### src/rtl/operator_sequencer_pkg.sv
// Shared types for the operator sequencer: operator IDs, queued config writes, FSM states.
package operator_sequencer_pkg;

  localparam int NUM_VOICE_OPERATORS = 24;
  typedef logic [4:0] VoiceOperatorID_t;

  localparam VoiceOperatorID_t LAST_OP_ID = VoiceOperatorID_t'(NUM_VOICE_OPERATORS - 1);

  typedef struct packed {
    VoiceOperatorID_t addr;
    logic [1:0]       select;
    logic [7:0]       data;
  } AlgorithmCfgWrite_t;

  typedef enum logic [1:0] {IDLE, SWEEP, DRAIN} SeqState_t;

endpackage

### src/rtl/operator_sequencer_if.sv
// Frame-control, operator-stream and config-write signals of operator_sequencer.
// OPERATOR_SEQUENCER_MISS_COUNT_EN adds o_TickMissCount.
interface operator_sequencer_if;
  import operator_sequencer_pkg::*;

  logic             i_Enable;
  logic             i_SampleTick;
  VoiceOperatorID_t o_VoiceOperator;
  logic             o_VoiceOperatorValid;
  logic             o_FrameBusy;
  logic             o_FrameDone;
  logic             o_TickMissed;
  logic             i_CfgValid;
  logic             o_CfgReady;
  VoiceOperatorID_t i_CfgAddr;
  logic [1:0]       i_CfgSelect;
  logic [7:0]       i_CfgData;
  logic [1:0]       o_AlgorithmWriteEnable;
  VoiceOperatorID_t o_AlgorithmWriteAddr;
  logic [7:0]       o_AlgorithmWriteData;
`ifdef OPERATOR_SEQUENCER_MISS_COUNT_EN
  logic [15:0]      o_TickMissCount;
`endif

  modport master (
`ifdef OPERATOR_SEQUENCER_MISS_COUNT_EN
    input  o_TickMissCount,
`endif
    output i_Enable, i_SampleTick, i_CfgValid, i_CfgAddr, i_CfgSelect, i_CfgData,
    input  o_VoiceOperator, o_VoiceOperatorValid, o_FrameBusy, o_FrameDone, o_TickMissed,
    input  o_CfgReady, o_AlgorithmWriteEnable, o_AlgorithmWriteAddr, o_AlgorithmWriteData
  );

  modport slave (
`ifdef OPERATOR_SEQUENCER_MISS_COUNT_EN
    output o_TickMissCount,
`endif
    input  i_Enable, i_SampleTick, i_CfgValid, i_CfgAddr, i_CfgSelect, i_CfgData,
    output o_VoiceOperator, o_VoiceOperatorValid, o_FrameBusy, o_FrameDone, o_TickMissed,
    output o_CfgReady, o_AlgorithmWriteEnable, o_AlgorithmWriteAddr, o_AlgorithmWriteData
  );

endinterface

### src/rtl/operator_sequencer_config_fifo.sv
// Small synchronous FIFO; full/empty are registered, so a pop never frees a slot for a same-cycle push.
module config_fifo #(
  parameter int  DEPTH = 4,
  parameter type T     = logic
) (
  input  logic i_Clock,
  input  logic i_Reset_n,
  input  logic push,
  input  T     push_data,
  input  logic pop,
  output T     pop_data,
  output logic full,
  output logic empty
);
  localparam int AW = $clog2(DEPTH);

  T              mem_q [DEPTH];
  logic [AW-1:0] wr_ptr_q, wr_ptr_d, rd_ptr_q, rd_ptr_d;
  logic [AW:0]   count_q, count_d;
  logic          full_q, full_d, empty_q, empty_d;
  logic          do_push, do_pop;

  always_comb begin
    do_push  = push && !full_q;
    do_pop   = pop && !empty_q;
    wr_ptr_d = wr_ptr_q + AW'(do_push);
    rd_ptr_d = rd_ptr_q + AW'(do_pop);
    count_d  = count_q + (AW+1)'(do_push) - (AW+1)'(do_pop);
    full_d   = (count_d == (AW+1)'(DEPTH));
    empty_d  = (count_d == '0);
  end

  always_ff @(posedge i_Clock or negedge i_Reset_n) begin
    if (!i_Reset_n) begin
      wr_ptr_q <= '0;
      rd_ptr_q <= '0;
      count_q  <= '0;
      full_q   <= 1'b0;
      empty_q  <= 1'b1;
    end else begin
      wr_ptr_q <= wr_ptr_d;
      rd_ptr_q <= rd_ptr_d;
      count_q  <= count_d;
      full_q   <= full_d;
      empty_q  <= empty_d;
    end
  end

  always_ff @(posedge i_Clock) begin
    if (do_push) mem_q[wr_ptr_q] <= push_data;
  end

  assign pop_data = mem_q[rd_ptr_q];
  assign full     = full_q;
  assign empty    = empty_q;

endmodule

### src/rtl/operator_sequencer.sv
// Sweeps operator IDs into the modulator once per sample frame and applies queued config writes between frames.
// Build option OPERATOR_SEQUENCER_MISS_COUNT_EN adds a saturating missed-tick counter.
module operator_sequencer
  import operator_sequencer_pkg::*;
#(
  parameter int DRAIN_CYCLES   = 8,
  parameter int CFG_FIFO_DEPTH = 4
) (
  input logic               i_Clock,
  input logic               i_Reset_n,
  operator_sequencer_if.slave bus
);
  localparam int DW = (DRAIN_CYCLES > 1) ? $clog2(DRAIN_CYCLES) : 1;

  SeqState_t          state_q, state_d;
  VoiceOperatorID_t   id_q, id_d;
  logic [DW-1:0]      drain_q, drain_d;
  logic               valid_q, valid_d, busy_q, busy_d;
  logic               done_q, done_d, missed_q, missed_d;
  logic [1:0]         we_q, we_d;
  VoiceOperatorID_t   waddr_q, waddr_d;
  logic [7:0]         wdata_q, wdata_d;
  logic               start, cfg_pop, cfg_full, cfg_empty;
  AlgorithmCfgWrite_t cfg_in, cfg_head;

  assign cfg_in = '{addr: bus.i_CfgAddr, select: bus.i_CfgSelect, data: bus.i_CfgData};

  config_fifo #(.DEPTH(CFG_FIFO_DEPTH), .T(AlgorithmCfgWrite_t)) u_cfg_fifo (
    .i_Clock   (i_Clock),
    .i_Reset_n (i_Reset_n),
    .push      (bus.i_CfgValid),
    .push_data (cfg_in),
    .pop       (cfg_pop),
    .pop_data  (cfg_head),
    .full      (cfg_full),
    .empty     (cfg_empty)
  );

  always_comb begin
    start    = bus.i_SampleTick && bus.i_Enable;
    state_d  = state_q;
    id_d     = '0;
    drain_d  = drain_q;
    done_d   = 1'b0;
    missed_d = 1'b0;
    cfg_pop  = 1'b0;
    we_d     = '0;
    waddr_d  = '0;
    wdata_d  = '0;
    unique case (state_q)
      IDLE: begin
        // A start tick wins over a pending config pop in the same cycle.
        if (start) begin
          state_d = SWEEP;
        end else if (!cfg_empty) begin
          cfg_pop = 1'b1;
          we_d    = cfg_head.select;
          waddr_d = cfg_head.addr;
          wdata_d = cfg_head.data;
        end
      end
      SWEEP: begin
        missed_d = start;
        if (id_q == LAST_OP_ID) begin
          state_d = DRAIN;
          drain_d = DW'(DRAIN_CYCLES - 1);
        end else begin
          id_d = id_q + 1'b1;
        end
      end
      DRAIN: begin
        missed_d = start;
        if (drain_q == '0) begin
          state_d = IDLE;
          done_d  = 1'b1;
        end else begin
          drain_d = drain_q - 1'b1;
        end
      end
      default: state_d = IDLE;
    endcase
    valid_d = (state_d == SWEEP);
    busy_d  = (state_d != IDLE);
  end

  always_ff @(posedge i_Clock or negedge i_Reset_n) begin
    if (!i_Reset_n) begin
      state_q  <= IDLE;
      id_q     <= '0;
      drain_q  <= '0;
      valid_q  <= 1'b0;
      busy_q   <= 1'b0;
      done_q   <= 1'b0;
      missed_q <= 1'b0;
      we_q     <= '0;
      waddr_q  <= '0;
      wdata_q  <= '0;
    end else begin
      state_q  <= state_d;
      id_q     <= id_d;
      drain_q  <= drain_d;
      valid_q  <= valid_d;
      busy_q   <= busy_d;
      done_q   <= done_d;
      missed_q <= missed_d;
      we_q     <= we_d;
      waddr_q  <= waddr_d;
      wdata_q  <= wdata_d;
    end
  end

  assign bus.o_VoiceOperator        = id_q;
  assign bus.o_VoiceOperatorValid   = valid_q;
  assign bus.o_FrameBusy            = busy_q;
  assign bus.o_FrameDone            = done_q;
  assign bus.o_TickMissed           = missed_q;
  assign bus.o_CfgReady             = !cfg_full;
  assign bus.o_AlgorithmWriteEnable = we_q;
  assign bus.o_AlgorithmWriteAddr   = waddr_q;
  assign bus.o_AlgorithmWriteData   = wdata_q;

`ifdef OPERATOR_SEQUENCER_MISS_COUNT_EN
  logic [15:0] miss_cnt_q, miss_cnt_d;

  always_comb begin
    miss_cnt_d = miss_cnt_q;
    if (missed_d && (miss_cnt_q != 16'hFFFF)) miss_cnt_d = miss_cnt_q + 16'd1;
  end

  always_ff @(posedge i_Clock or negedge i_Reset_n) begin
    if (!i_Reset_n) miss_cnt_q <= '0;
    else            miss_cnt_q <= miss_cnt_d;
  end

  assign bus.o_TickMissCount = miss_cnt_q;
`endif

endmodule
### src/flat_wrapper.sv
// flat-port wrapper written by rule: the top's interface ports become plain ports
module operator_sequencer_flat import operator_sequencer_pkg::*;
#(
  parameter int DRAIN_CYCLES   = 8,
  parameter int CFG_FIFO_DEPTH = 4
)
  (i_Clock, i_Reset_n, bus_i_Enable, bus_i_SampleTick, bus_i_CfgValid, bus_i_CfgAddr, bus_i_CfgSelect, bus_i_CfgData, bus_o_VoiceOperator, bus_o_VoiceOperatorValid, bus_o_FrameBusy, bus_o_FrameDone, bus_o_TickMissed, bus_o_CfgReady, bus_o_AlgorithmWriteEnable, bus_o_AlgorithmWriteAddr, bus_o_AlgorithmWriteData);
  operator_sequencer_if bus_i ();
  input logic i_Clock;
  input logic i_Reset_n;
  input wire logic [$bits(bus_i.i_Enable)-1:0] bus_i_Enable;
  input wire logic [$bits(bus_i.i_SampleTick)-1:0] bus_i_SampleTick;
  input wire logic [$bits(bus_i.i_CfgValid)-1:0] bus_i_CfgValid;
  input wire logic [$bits(bus_i.i_CfgAddr)-1:0] bus_i_CfgAddr;
  input wire logic [$bits(bus_i.i_CfgSelect)-1:0] bus_i_CfgSelect;
  input wire logic [$bits(bus_i.i_CfgData)-1:0] bus_i_CfgData;
  output wire logic [$bits(bus_i.o_VoiceOperator)-1:0] bus_o_VoiceOperator;
  output wire logic [$bits(bus_i.o_VoiceOperatorValid)-1:0] bus_o_VoiceOperatorValid;
  output wire logic [$bits(bus_i.o_FrameBusy)-1:0] bus_o_FrameBusy;
  output wire logic [$bits(bus_i.o_FrameDone)-1:0] bus_o_FrameDone;
  output wire logic [$bits(bus_i.o_TickMissed)-1:0] bus_o_TickMissed;
  output wire logic [$bits(bus_i.o_CfgReady)-1:0] bus_o_CfgReady;
  output wire logic [$bits(bus_i.o_AlgorithmWriteEnable)-1:0] bus_o_AlgorithmWriteEnable;
  output wire logic [$bits(bus_i.o_AlgorithmWriteAddr)-1:0] bus_o_AlgorithmWriteAddr;
  output wire logic [$bits(bus_i.o_AlgorithmWriteData)-1:0] bus_o_AlgorithmWriteData;
  assign bus_i.i_Enable = bus_i_Enable;
  assign bus_i.i_SampleTick = bus_i_SampleTick;
  assign bus_i.i_CfgValid = bus_i_CfgValid;
  assign bus_i.i_CfgAddr = bus_i_CfgAddr;
  assign bus_i.i_CfgSelect = bus_i_CfgSelect;
  assign bus_i.i_CfgData = bus_i_CfgData;
  assign bus_o_VoiceOperator = bus_i.o_VoiceOperator;
  assign bus_o_VoiceOperatorValid = bus_i.o_VoiceOperatorValid;
  assign bus_o_FrameBusy = bus_i.o_FrameBusy;
  assign bus_o_FrameDone = bus_i.o_FrameDone;
  assign bus_o_TickMissed = bus_i.o_TickMissed;
  assign bus_o_CfgReady = bus_i.o_CfgReady;
  assign bus_o_AlgorithmWriteEnable = bus_i.o_AlgorithmWriteEnable;
  assign bus_o_AlgorithmWriteAddr = bus_i.o_AlgorithmWriteAddr;
  assign bus_o_AlgorithmWriteData = bus_i.o_AlgorithmWriteData;
  operator_sequencer #(.DRAIN_CYCLES(DRAIN_CYCLES), .CFG_FIFO_DEPTH(CFG_FIFO_DEPTH)) u_core (.i_Clock(i_Clock), .i_Reset_n(i_Reset_n), .bus(bus_i));
endmodule
### config.mk
export PLATFORM = sky130hd
export DESIGN_NAME = operator_sequencer_flat
export DESIGN_NICKNAME = d
export VERILOG_FILES = /design/src/rtl/operator_sequencer_pkg.sv /design/src/rtl/operator_sequencer_if.sv /design/src/rtl/operator_sequencer_config_fifo.sv /design/src/rtl/operator_sequencer.sv /design/src/flat_wrapper.sv
export SDC_FILE = /design/constraint.sdc
export NUM_CORES = 1
export LEC_CHECK = 0
export ABC_AREA = 1
export CORE_MARGIN = 2
export CORE_UTILIZATION = 51
export CTS_CLUSTER_SIZE = 8
export DETAILED_ROUTE_END_ITERATION = 12
export DONT_BUFFER_PORTS = 1
export GPL_TIMING_DRIVEN = 0
export PLACE_DENSITY_LB_ADDON = 0.05
export SLEW_MARGIN = 20
export SYNTH_ARGS = -nofsm -noshare
export SYNTH_HDL_FRONTEND = slang
export SYNTH_SLANG_ARGS = --single-unit
### constraint.sdc
create_clock -name i_Clock -period 2.4 [get_ports i_Clock]
set_input_delay 0.24 -clock i_Clock [delete_from_list [all_inputs] [get_ports i_Clock]]
set_output_delay 0.24 -clock i_Clock [all_outputs]
set_load 0.1 [all_outputs]
== Yosys cells after proc, flatten, opt, wreduce, memory -nomap -nowiden ==
Memory sizes are Yosys's and may differ from the RTL's.
Index checks and enable logic that the tools add are counted.
Word-level totals
  RAM bits: 60
  output and inout bits: 25
  bits in registers: 38
  latch bits: 0
  input port bits: 20
  memory bits (read-only): 0
  word-level logic and storage cells: 67
  memories: 1
Cells by class
  reductions and logical operators: 12
  add/subtract/negate cells: 6
  div/mod/pow operators: 0
  shift operators: 0
  bitwise logic cells: 0
  $lt $le $gt $ge: 0
  eq/ne operators: 7
  multiplexer cells: 26
  $mul: 0
Memories
  u_core.u_cfg_fifo.mem_q: words 4, bits a word 15, rd ports 1, clocked after Yosys merged registers in 0, wr ports 1, line operator_sequencer_config_fifo.sv:17  | T mem_q [DEPTH];
Operators with widths (number)
  $mux 5: 5
  $mux 8: 3
  $mux 2: 6
  $mux 1: 8
  $logic_not 3->1: 2
  $mux 3: 2
  $pmux 2 s3: 1
  $pmux 3 s2: 1
  $add 5x1->5 const B: 1
  $eq 5x5->1 const B: 1
  $add 2x1->2: 2
  $eq 2x1->1 const B: 2
  $reduce_bool 2->1: 2
  $add 3x1->3: 1
  $eq 3x3->1 const B: 1
  $logic_and 1x1->1: 3
  $reduce_and 3->1: 1
  $sub 3x1->3: 1
  $sub 3x1->3 const B: 1
  $eq 2x2->1 const B: 1
  $logic_not 1->1: 2
  $logic_not 2->1: 1
  $ne 2x1->1 const B: 1
  $ne 2x2->1 const B: 1
  $reduce_or 2->1: 1

== Longest topological paths before layout ==
Gate-level depths: netlist of the first run.
  word-level depth: 6
  depth in mapped cells: 11
  mapped depth without buffers: 11

== Modules after synthesis ==
Synthesis of the first run repeated with hierarchy kept, for this count alone.
Second synthesis, totals
  cell total of the unflattened synthesis: 338
  area total of the unflattened synthesis: 4047.6 µm²
Modules (own cells, without submodules)
  config_fifo: seq. area each 2028.2 µm², times used 1, area each 2711.4 µm², cells an instance 206
  operator_sequencer: seq. area each 725.7 µm², times used 1, area each 1336.3 µm², cells an instance 132

== Worst setup path after synthesis of the first run ==
Ideal clock, no wire load.
  path kind: flip-flop to flip-flop
  start: reg u_core.u_cfg_fifo.full_q, in the netlist u_core.u_cfg_fifo.full
  end: mem u_core.u_cfg_fifo.mem_q[0][0] (netlist bit) (enable)
  setup slack: -314 ps
  data arrival time: 2308 ps
  cell stages (with the launch flop): 4
  path buffers: 0
  data required time: 1994 ps
  library setup time: 406 ps
  clock period less this slack: 2714 ps
  path through: dfrtp_1 inv_1 nand2_1 nor3_1
Between the ends
  word-level cells in the longest chain between the ends: 4
Ends and longest elaborated chain
  start: declaration: line operator_sequencer_config_fifo.sv:20  | logic full_q, full_d, empty_q, empty_d;
  start signal: assignment: line operator_sequencer_config_fifo.sv:44  | full_q <= full_d;
  $logic_not 1->1
  named net bus_o_CfgReady: line flat_wrapper.sv:22  | output wire logic [$bits(bus_i.o_CfgReady)-1:0] bus_o_CfgReady;
  $logic_and 1x1->1: line operator_sequencer_config_fifo.sv:24  | do_push = push && !full_q;
  $mux 1: line operator_sequencer_config_fifo.sv:50  | if (do_push) mem_q[wr_ptr_q] <= push_data;
  $mux 1 (implied by the code): line operator_sequencer_config_fifo.sv:50
  end: declaration: line operator_sequencer_config_fifo.sv:17
The timed path passes the listed nets, and every way through them passes these cells.

== Worst setup path in the final report of the first run ==
  start: reg u_core.u_cfg_fifo.full_q, in the netlist u_core.u_cfg_fifo.full
  end: reg u_core.u_cfg_fifo.full_q, in the netlist u_core.u_cfg_fifo.full
Between the ends
  word-level cells in the longest chain between the ends: 5
Ends and longest elaborated chain
  $logic_not 1->1
  named net bus_o_CfgReady: line flat_wrapper.sv:22
  $logic_and 1x1->1: line operator_sequencer_config_fifo.sv:24
  $add 3x1->3: line operator_sequencer_config_fifo.sv:28  | count_d = count_q + (AW+1)'(do_push) - (AW+1)'(do_pop);
  $sub 3x1->3: line operator_sequencer_config_fifo.sv:28
  named net u_core.u_cfg_fifo.count_d[1]: line operator_sequencer_config_fifo.sv:19  | logic [AW:0] count_q, count_d;
  $eq 3x3->1: line operator_sequencer_config_fifo.sv:29  | full_d = (count_d == (AW+1)'(DEPTH));
  named net u_core.u_cfg_fifo.full_d: line operator_sequencer_config_fifo.sv:20
The timed path passes the listed nets, and every way through them passes these cells.
A chain may end at the register's enable or synchronous reset.

==> metrics.txt, run 1 <==
slew at the pin closest to its max-slew limit about 960 ps; share of post-route cells with drive strength above 1 0.155; worst reg-to-reg path cell count 9; Final period util 0.999; number of design-rule violations left by the first detailed-router iteration 80; Commonest cells post-synth sky130_fd_sc_hd__nor2_1 (70), sky130_fd_sc_hd__edfxtp_1 (60), sky130_fd_sc_hd__dfrtp_1 (37), sky130_fd_sc_hd__o21ai_1 (29), sky130_fd_sc_hd__nand2_1 (27); maximum net fanout on the critical path 2; Syn Nets 342; fill cell count 583; Max-cap violations 0; post-synth top area share 0.469; DRC violation count after routing 0; detailed-routing wirelength on met1 approximately 3500 µm; number of port buffers 0; Chip Height 90.8 µm; Synth async-reset ratio 0.388; floorplan row count 31; type of element launching the critical path flip-flop; clock tree from TritonCTS built; Setup Slack @ Placement -179 ps; Avg WL per Cell 15.8 µm; final setup TNS 0 ps; finished layout cell area about 4500 µm²; Crit path max-delay family simple AND/OR/NAND/NOR gates; initial standard-cell utilization of the core 0.529; Top cell by count, worst path sky130_fd_sc_hd__or2_4; placed cell count 416; HP Start bus_i_Enable; number of ports placed on the die boundary 45; classification of the worst-slack hold path input port to flip-flop; initial antenna violation count 0; final hold violation count 0; Inserted Clock Buffers 9; wire length of the first global-routing pass 11700 µm; count of final max-slew check failures 0; routability congestion estimate 0.774; total design power 6.27 mW; leading cell types by total area after synthesis sky130_fd_sc_hd__edfxtp_1 (47%), sky130_fd_sc_hd__dfrtp_1 (24%), sky130_fd_sc_hd__nor2_1 (6.8%), sky130_fd_sc_hd__o21ai_1 (3.8%), sky130_fd_sc_hd__ha_1 (2.9%); sum of net half-perimeters after detailed placement 4620 µm; top cell type by total area after synthesis sky130_fd_sc_hd__edfxtp_1; worst-skew pair later-pin latency 350 ps; max_slew headroom 0.357; total die area 8240 µm²; library cells used by synthesis 24; standby leakage power 1.84 nW; total detailed-routing wirelength between 7000 and 8000 µm; final critical-path required period around 2400 ps; startpoint of the worst register-to-register path u_core.u_cfg_fifo.full; vias per cell just over 5; synthesized netlist cell count about 310; Syn Std Cell Area around 3800 µm²; Inserted Diodes 0; endpoint type of the worst setup path flip-flop; kind of critical path flip-flop to flip-flop; 1st-pass router iterations 4; Post-synth EDFFs 60; maximum cell stage delay along the critical path 450 ps; worst hold margin around 95 ps; total track usage 0.189; Layout Cells excl Fill 453; WP data required between 2000 and 3000 ps; critical-path cell with the highest stage delay sky130_fd_sc_hd__clkinvlp_4; deepest level of the CTS H-tree 3; post-route clock skew 8.53 ps; maximum vdd drop 0.720 mV; unrepaired setup endpoints after global routing true; Layout Area Growth over Synthesis 17.5%; timing-limited maximum frequency 417 MHz; Nets between 300 and 400; CP cell instances clkinvlp_4, nand2_4, inv_4, or2_4, nand2_2, ha_4, fa_1, or2_4, a21oi_2; Main synth FF type sky130_fd_sc_hd__edfxtp_1; number of global-route vias before repair 2327; register-to-register setup slack between 1.5 and 2 ps; core utilization of the finished layout 0.622; clock edge transition at the registers on the reported setup and hold paths ~90 ps; syn avg cell area between 10 and 15 µm²; run status complete, no violations; number of nets with antenna violations after detailed routing 0; total via count after detailed routing between 2k and 2.5k; capturing point of the worst reg2reg path u_core.u_cfg_fifo.full; largest net degree at the start of global routing 39; hold-critical path depth 2; total met3 wirelength after detailed routing 269 µm; final count of negative-setup-slack endpoints 0; Overflow after GRT 0; worst endpoint data arrival time 2680 ps; part of the Yosys area used for sequential elements 0.717; Final Worst Setup Slack 1.89 ps; end point of the worst hold path u_core.bus.o_TickMissed; total number of clock tree sinks between 90 and 100; total met2 wirelength after detailed routing 3300 µm; instance area after placement 4040 µm²; total power density per cell area roughly 1400 nW/µm²; highest metal layer with signal wires met4; die extent in x 90.8 µm; flops & latches, synth 98; CTS Root Cell sky130_fd_sc_hd__clkbuf_8; most frequently used cell type in the post-synthesis netlist sky130_fd_sc_hd__nor2_1; number of warnings printed during yosys synthesis 0; number of buffers on the longest clock path 2; Buffers & Inverters on Critical Path 2; core region area about 7300 µm²
==> cells by family (layout without fill, tap and decap cells) <==
family	count (synthesis)	count (layout)	synth area share
AND/OR/NAND/NOR	114	114	0.124
flip-flops	98	98	0.717
AO/OA/AOI/OAI	52	52	0.0684
buffers and inverters	34	76	0.0466
adder cells (fa/ha/maj)	10	10	0.0345
XOR/XNOR	4	4	0.00912
==> layout by cell type (no fill, tap or decap), drive strengths merged <==
| cell | count |
|---|---|
| dfrtp | 37 |
| nand3b | 1 |
| inv | 23 |
| dlygate4sd3 | 16 |
| bufinv | 2 |
| ha | 9 |
| nand3 | 6 |
| or2 | 2 |
| clkinvlp | 2 |
| buf | 20 |
| nor2 | 70 |
| nand4 | 3 |
| xor2 | 4 |
| dfstp | 1 |
| o21ai | 32 |
| nor3 | 4 |
| a211oi | 1 |
| a21oi | 19 |
| nand2 | 28 |
| fa | 1 |
| clkbuf | 9 |
| edfxtp | 60 |
| clkinv | 4 |
==> routing by layer <==
metal / vias to the layer above / global-route usage
met3: 11 / 0.0326
li1: 1125 / -
met5: - / 0
met1: 1142 / 0.264
met4: 0 / 0.0833
met2: 56 / 0.294
==> sequential cells by signal, indices dropped and copies added, names as in the netlist, 3 cells and up <==
signal	flops
u_core.bus.o_AlgorithmWriteAddr	5
u_core.bus.o_VoiceOperator	5
u_core.u_cfg_fifo.mem_q	60
u_core.u_cfg_fifo.count_q	3
u_core.bus.o_AlgorithmWriteData	8
u_core.drain_q	3
==> final cells by class <==
type	count	area, µm²	area share
well taps	99	124	0.0275
clock buffers	9	124	0.0275
inverters	24	96.3	0.0214
clock inverters	7	93.8	0.0208
repair buffers	26	255	0.0566
multi-input cells	180	976	0.216
flip-flops and latches	98	2750	0.610
plain buffers	10	88.8	0.0197
==> what timing repair did <==
item | 4_1_cts | 5_1_grt
endpoints found under the setup margin | 2 | 2
buffers inserted | 3 | 1
hold buffers | 17 | 0
gates cloned | 0 | 0
gates resized for setup | 8 | 4
hold endpoints to repair | 98 | 0
pin swaps | 4 | 1
==> worst max path at each step <==
stage | from | end | slack (ps) | cells after the start
floorplan | u_core.u_cfg_fifo.full | u_core.u_cfg_fifo.full | 10 | 9
global placement | u_core.u_cfg_fifo.full | u_core.u_cfg_fifo.mem_q[3][6] | -920 | 3
detailed placement | u_core.u_cfg_fifo.full | u_core.u_cfg_fifo.empty | -180 | 9
CTS | u_core.u_cfg_fifo.full | u_core.u_cfg_fifo.full | -10 | 9
global route | u_core.u_cfg_fifo.full | u_core.u_cfg_fifo.full | -70 | 9
finish | u_core.u_cfg_fifo.full | u_core.u_cfg_fifo.full | 2 | 9
==> power breakdown <==
group	total, mW	switching [mW]	internal (mW)	leakage [nW]
Sequential	3.30	1.08	2.22	1.03
Clock	1.13	0.547	0.585	0.107
Combinational	1.83	1.13	0.702	0.696
Total	6.27	2.76	3.51	1.84
Note: power is estimated with default switching activity, not from simulation.
==> inputs of run 2 (changes only) <==
--- a/config.mk
+++ b/config.mk
@@ -5,7 +5,6 @@
 export SDC_FILE = /design/constraint.sdc
 export NUM_CORES = 1
 export LEC_CHECK = 0
-export ABC_AREA = 1
 export CORE_MARGIN = 2
 export CORE_UTILIZATION = 51
 export CTS_CLUSTER_SIZE = 8
==> metrics.txt, run 2 <==
flops & latches, synth 98 (unchanged); kind of critical path flip-flop to flip-flop; Setup Slack @ Placement -274 ps (-95.4 ps); instance area after placement 4060 µm² (+0.65%); footprint of the multi-input gates 1120 µm² (+15%); Main synth FF type sky130_fd_sc_hd__edfxtp_1; synthesized netlist cell count 207 (-34%); total detailed-routing wirelength 6710 µm (-6.4%); library cells used by synthesis 41 (+71%); Chip Height 91.3 µm (+0.55%); final hold violation count 0 (unchanged); syn avg cell area 18.8 µm² (+52%); commonest cells after routing, fill and taps aside sky130_fd_sc_hd__edfxtp_1 (60), sky130_fd_sc_hd__dfrtp_1 (35), sky130_fd_sc_hd__dlygate4sd3_1 (16), sky130_fd_sc_hd__buf_4 (12), sky130_fd_sc_hd__clkbuf_8 (9); Inserted Clock Buffers 9 (unchanged); failing checks negative setup slack; Nets 277 (-27%); final count of negative-setup-slack endpoints 1 (+1); max_slew headroom 0.300 (-0.0567); clock edge transition at the registers on the reported setup and hold paths 100 ps (about the same); total number of clock tree sinks 98 (unchanged); routability congestion estimate 0.743 (-4.0%); die extent in x 91.3 µm (+0.55%); floorplan row count 31 (unchanged); wire length of the first global-routing pass 10900 µm (-6.5%); Inserted Diodes 0 (unchanged); Commonest cells post-synth sky130_fd_sc_hd__edfxtp_1 (60), sky130_fd_sc_hd__dfrtp_1 (37), sky130_fd_sc_hd__ha_1 (9), sky130_fd_sc_hd__inv_1 (9); 1st-pass router iterations 4 (unchanged); Max-cap violations 0 (unchanged); sum of net half-perimeters after detailed placement 4170 µm (-9.8%); Syn Std Cell Area 3880 µm² (+1.1%); CTS Root Cell sky130_fd_sc_hd__clkbuf_8; fill cell count 554 (-5.0%); run status finished, violations left; maximum net fanout on the critical path 3 (+1); Layout Area Growth over Synthesis 17.5% (about the same); type of element launching the critical path flip-flop; deepest level of the CTS H-tree 3 (unchanged); Final Worst Setup Slack -11.1 ps (-13.0 ps); Syn Nets 237 (-31%); slew at the pin closest to its max-slew limit 1050 ps (+85.1 ps); Avg WL per Cell 19.1 µm (+21%); final setup TNS -11.1 ps (-11.1 ps); largest net degree at the start of global routing 39 (unchanged); Overflow after GRT 0 (unchanged); core region area 7330 µm² (+1.1%); initial standard-cell utilization of the core 0.530 (about the same); timing-limited maximum frequency 415 MHz (-0.54%); Synth async-reset ratio 0.388 (unchanged); initial antenna violation count 0 (unchanged); endpoint type of the worst setup path flip-flop; DRC violation count after routing 0 (unchanged); final critical-path required period 2410 ps (+13.0 ps); count of final max-slew check failures 0 (unchanged); part of the Yosys area used for sequential elements 0.709 (-0.00809); leading cell types by total area after synthesis sky130_fd_sc_hd__edfxtp_1 (46%), sky130_fd_sc_hd__dfrtp_1 (24%), sky130_fd_sc_hd__mux4_1 (4.7%), sky130_fd_sc_hd__mux4_2 (4.6%), sky130_fd_sc_hd__ha_1 (2.9%); Final period util 1.00 (+0.00540); post-route clock skew 8.55 ps (+0.0174 ps); total die area 8330 µm² (+1.1%); clock tree from TritonCTS built; total via count after detailed routing 1910 (-18%); classification of the worst-slack hold path input port to flip-flop; number of design-rule violations left by the first detailed-router iteration 63 (-21%); core utilization of the finished layout 0.622 (about the same); total track usage 0.177 (-0.0119); number of warnings printed during yosys synthesis 0 (unchanged); worst-skew pair later-pin latency 360 ps (about the same); number of buffers on the longest clock path 2 (unchanged); WP data required 2670 ps (about the same); max reg flops 60 (unchanged); number of global-route vias before repair 2107 (-9.5%); vias per cell 5.44 (+5.6%); worst endpoint data arrival time 2690 ps (about the same); number of port buffers 0 (unchanged); Post-synth EDFFs 60 (unchanged); number of nets with antenna violations after detailed routing 0 (unchanged); total area of sequential cells 2760 µm² (about the same); top cell type by total area after synthesis sky130_fd_sc_hd__edfxtp_1; most frequently used cell type in the post-synthesis netlist sky130_fd_sc_hd__edfxtp_1; share of post-route cells with drive strength above 1 0.286 (+0.130); unrepaired setup endpoints after global routing true; most common library cell in the layout ignoring fill and taps sky130_fd_sc_hd__edfxtp_1; register name with the most flops u_core.u_cfg_fifo.mem_q; finished layout cell area 4560 µm² (+1.1%); post-synth top area share 0.464 (-0.00529); number of ports placed on the die boundary 45 (unchanged)
run 2: cell count changes in the layout (fill, tap and decap cells not counted), sizes merged, moves of 13 or more:
cell / previous run / this run
o21ai: 32 / 0
mux4: 0 / 15
nor2b: 0 / 15
a21oi: 19 / 2
nor2: 70 / 4
inv: 23 / 10
nand2: 28 / 5
run 2: layer usage:
layer  up-vias  routed length [µm]  GRT usage
met5         -                   0          0
met3        15                 228     0.0349
li1        865                   -          -
met4         0                 156     0.0871
met1       987                2660      0.199
met2        43                3670      0.321
run 2: final cells by class:
class | instances | area share
clock inverters | 7 | 0.0140
repair buffers | 29 | 0.0592
multi-input cells | 94 | 0.245
flip-flops and latches | 98 | 0.604
inverters | 9 | 0.00878
plain buffers | 6 | 0.0143
clock buffers | 9 | 0.0272
well taps | 99 | 0.0272
run 2: path summary, 6_finish.rpt:
path | cells after the start | start | slack [ps] | endpoint
setup / recovery | 10 | u_core.u_cfg_fifo.full | -10 | u_core.u_cfg_fifo.empty
hold / removal | 1 | bus_i_Enable | 40 | u_core.bus.o_TickMissed
setup reg to reg | 10 | u_core.u_cfg_fifo.full | -10 | u_core.u_cfg_fifo.empty
hold reg to reg | 1 | u_core.drain_q[1] | 550 | u_core.drain_q[1]
max in group asynchronous | 2 | i_Reset_n | 1800 | u_core.u_cfg_fifo.empty
min in group asynchronous | 2 | i_Reset_n | 330 | u_core.bus.o_AlgorithmWriteData[5]
run 2: timing repair:
item | in CTS | in global routing
hold buffers | 17 | 0
pin swaps | 2 | 1
hold endpoints to repair | 98 | 0
endpoints found under the setup margin | 3 | 9
cloned | 0 | 0
buffers inserted | 7 | 5
gates resized for setup | 8 | 4
run 2: through the flow:
step | hold slack [ps] | cells
after detailed placement | -54.6 | 306
final | 38.3 | 351
after global routing | 32.0 | 351
after CTS | 23.6 | 346
after floorplan | -55.6 | 207
after global placement | -54.7 | 306
run 2: logic make-up (layout without fill, tap and decap cells):
| group | Yosys count | in the layout | share of synthesized area |
|---|---|---|---|
| flip-flops | 98 | 98 | 0.709 |
| AND/OR/NAND/NOR | 48 | 48 | 0.0896 |
| multiplexers | 15 | 15 | 0.0938 |
| buffers and inverters | 15 | 60 | 0.0232 |
| AO/OA/AOI/OAI | 13 | 13 | 0.0322 |
| adder cells (fa/ha/maj) | 10 | 10 | 0.0342 |
| XOR/XNOR | 8 | 8 | 0.0180 |
run 2: worst max-delay path, stage by stage, from the launching register on:
cell,delay (ps)
sky130_fd_sc_hd__dfrtp_1,380
sky130_fd_sc_hd__clkinvlp_4,450
sky130_fd_sc_hd__nand2_4,220
sky130_fd_sc_hd__inv_4,50
sky130_fd_sc_hd__xnor2_2,130
sky130_fd_sc_hd__ha_2,180
sky130_fd_sc_hd__fa_2,330
sky130_fd_sc_hd__xor2_1,150
sky130_fd_sc_hd__xnor2_1,150
sky130_fd_sc_hd__buf_4,150
sky130_fd_sc_hd__nor3_4,140
Power of run 2 is not shown: default switching activity piles up to over one toggle a cycle in this logic, so the estimate is an artifact.
==> inputs of run 3 (changes only) <==
--- a/config.mk
+++ b/config.mk
@@ -5,7 +5,8 @@
 export SDC_FILE = /design/constraint.sdc
 export NUM_CORES = 1
 export LEC_CHECK = 0
-export CORE_MARGIN = 2
+export CORE_ASPECT_RATIO = 1.5
+export CORE_MARGIN = 5
 export CORE_UTILIZATION = 51
 export CTS_CLUSTER_SIZE = 8
 export DETAILED_ROUTE_END_ITERATION = 12
@@ -16,3 +17,4 @@
 export SYNTH_ARGS = -nofsm -noshare
 export SYNTH_HDL_FRONTEND = slang
 export SYNTH_SLANG_ARGS = --single-unit
+export TNS_END_PERCENT = 5
==> metrics.txt, run 3 (same netlist as run 2, synthesis figures left out) <==
number of buffers on the longest clock path 2 (unchanged); timing-limited maximum frequency 415 MHz (about the same); endpoint type of the worst setup path flip-flop; max reg flops 60 (unchanged); placed cell count 311 (+1.6%); total number of clock tree sinks 98 (unchanged); Inserted Diodes 0 (unchanged); total via count after detailed routing 1878 (-1.7%); Layout Cells excl Fill 350 (-0.28%); vias per cell 5.37 (-1.4%); 1st-pass router iterations 4 (unchanged); number of nets with antenna violations after detailed routing 0 (unchanged); register name with the most flops u_core.u_cfg_fifo.mem_q; Overflow after GRT 0 (unchanged); most common library cell in the layout ignoring fill and taps sky130_fd_sc_hd__edfxtp_1; run status finished, violations left; die extent in x 81.3 µm (-11%); commonest cells after routing, fill and taps aside sky130_fd_sc_hd__edfxtp_1 (60), sky130_fd_sc_hd__dfrtp_1 (35), sky130_fd_sc_hd__dlygate4sd3_1 (16), sky130_fd_sc_hd__clkbuf_16 (9); number of port buffers 0 (unchanged); max_slew headroom 0.297 (-0.00310); largest net degree at the start of global routing 39 (unchanged); unrepaired setup endpoints after global routing true; number of global-route vias before repair 2136 (+1.4%); Avg WL per Cell 19.2 µm (+0.54%); WP data required 2650 ps (-20 ps); count of final max-slew check failures 0 (unchanged); final critical-path required period 2410 ps (-2.36 ps); worst endpoint data arrival time 2660 ps (-30 ps); Max-cap violations 0 (unchanged); final count of negative-setup-slack endpoints 1 (unchanged); classification of the worst-slack hold path input port to flip-flop; instance area after placement 4050 µm² (-0.34%); type of element launching the critical path flip-flop; total detailed-routing wirelength 6730 µm (+0.25%); total track usage 0.160 (-0.0168); routability congestion estimate 0.721 (-3.1%); number of design-rule violations left by the first detailed-router iteration 106 (+68%); floorplan row count 39 (+26%); Nets 273 (-1.4%); worst-skew pair later-pin latency 340 ps (-20 ps); share of post-route cells with drive strength above 1 0.278 (-0.00749); deepest level of the CTS H-tree 3 (unchanged); slew at the pin closest to its max-slew limit 1050 ps (+4.64 ps); maximum net fanout on the critical path 4 (+1); initial standard-cell utilization of the core 0.517 (-0.0130); register-to-register setup slack -9 ps (about the same); post-route clock skew 4.69 ps (-3.86 ps); wire length of the first global-routing pass 10700 µm (-2.3%); final hold violation count 0 (unchanged); Inserted Clock Buffers 9 (unchanged); Final Worst Setup Slack -8.72 ps (+2.36 ps); Final period util 1.00 (about the same); worst hold margin 77.6 ps (+39.4 ps); core region area 7510 µm² (+2.5%); clock tree from TritonCTS built; clock edge transition at the registers on the reported setup and hold paths 60 ps (-40 ps); CTS Root Cell sky130_fd_sc_hd__clkbuf_16; failing checks negative setup slack; final setup TNS -8.72 ps (+2.36 ps); number of ports placed on the die boundary 45 (unchanged); Chip Height 117 µm (+28%); kind of critical path flip-flop to flip-flop; total die area 9500 µm² (+14%); initial antenna violation count 0 (unchanged); fill cell count 577 (+4.2%); finished layout cell area 4660 µm² (+2.2%); DRC violation count after routing 0 (unchanged); sum of net half-perimeters after detailed placement 4520 µm (+8.6%); Layout Area Growth over Synthesis 20.0%
==> run 3: cell count changes in the layout (fill, tap and decap cells not counted), moves of 2 or more <==
| cell | change |
|---|---|
| sky130_fd_sc_hd__bufinv_16 | +2 |
| sky130_fd_sc_hd__inv_6 | -2 |
| sky130_fd_sc_hd__clkbuf_16 | +9 |
| sky130_fd_sc_hd__clkinv_2 | +4 |
| sky130_fd_sc_hd__nor3_4 | -2 |
| sky130_fd_sc_hd__buf_4 | -5 |
| sky130_fd_sc_hd__clkinv_4 | -3 |
| sky130_fd_sc_hd__clkbuf_8 | -8 |
==> run 3: per-layer routing <==
layer | part of all wire | GRT usage
met2 | 0.59 | 0.302
met1 | 0.34 | 0.155
met4 | 0.018 | 0.0688
met3 | 0.052 | 0.0544
met5 | 0 | 0
==> run 3: metrics by stage <==
step | setup WS, ps | utilization
global route | -121 | 0.620
global placement | -1140 | 0.534
detailed placement | -592 | 0.539
CTS | -105 | 0.616
floorplan | -302 | -
finish | -8.72 | 0.620
==> run 3: final timing paths <==
kind | start | depth (start not counted) | to
max | u_core.u_cfg_fifo.full | 9 | u_core.u_cfg_fifo.full
min | bus_i_Enable | 1 | u_core.bus.o_TickMissed
max reg2reg | u_core.u_cfg_fifo.full | 9 | u_core.u_cfg_fifo.full
min reg2reg | u_core.u_cfg_fifo.count_q[2] | 1 | u_core.u_cfg_fifo.count_q[2]
max in group asynchronous | i_Reset_n | 2 | u_core.u_cfg_fifo.empty
min in group asynchronous | i_Reset_n | 2 | u_core.bus.o_FrameBusy
==> run 3: final cells by class <==
class | count | area (µm²) | share of cell area
clock inverters | 6 | 80.1 | 0.0172
well taps | 102 | 128 | 0.0274
clock buffers | 10 | 239 | 0.0513
flip-flops and latches | 98 | 2760 | 0.591
plain buffers | 6 | 65.1 | 0.0140
inverters | 9 | 40.0 | 0.00859
multi-input cells | 94 | 1110 | 0.238
repair buffers | 25 | 244 | 0.0523
==> run 3: critical path, cell delays in order, from the launching register on <==
cell and delay (ps):
sky130_fd_sc_hd__dfrtp_1 380, sky130_fd_sc_hd__clkinvlp_4 450, sky130_fd_sc_hd__nand2_4 230, sky130_fd_sc_hd__inv_4 60, sky130_fd_sc_hd__xnor2_1 130, sky130_fd_sc_hd__ha_2 180
sky130_fd_sc_hd__fa_2 350, sky130_fd_sc_hd__xor2_2 160, sky130_fd_sc_hd__xnor2_2 170, sky130_fd_sc_hd__nor3b_2 210
==> run 3: what timing repair did <==
| action | CTS | global route |
|---|---|---|
| setup buffers | 6 | 0 |
| hold buffers | 17 | 0 |
| hold endpoints to repair | 98 | 0 |
| pin swaps | 3 | 2 |
| setup endpoints to repair | 53 | 6 |
| resized for setup | 11 | 8 |
Power of run 3 is left out for the same reason.
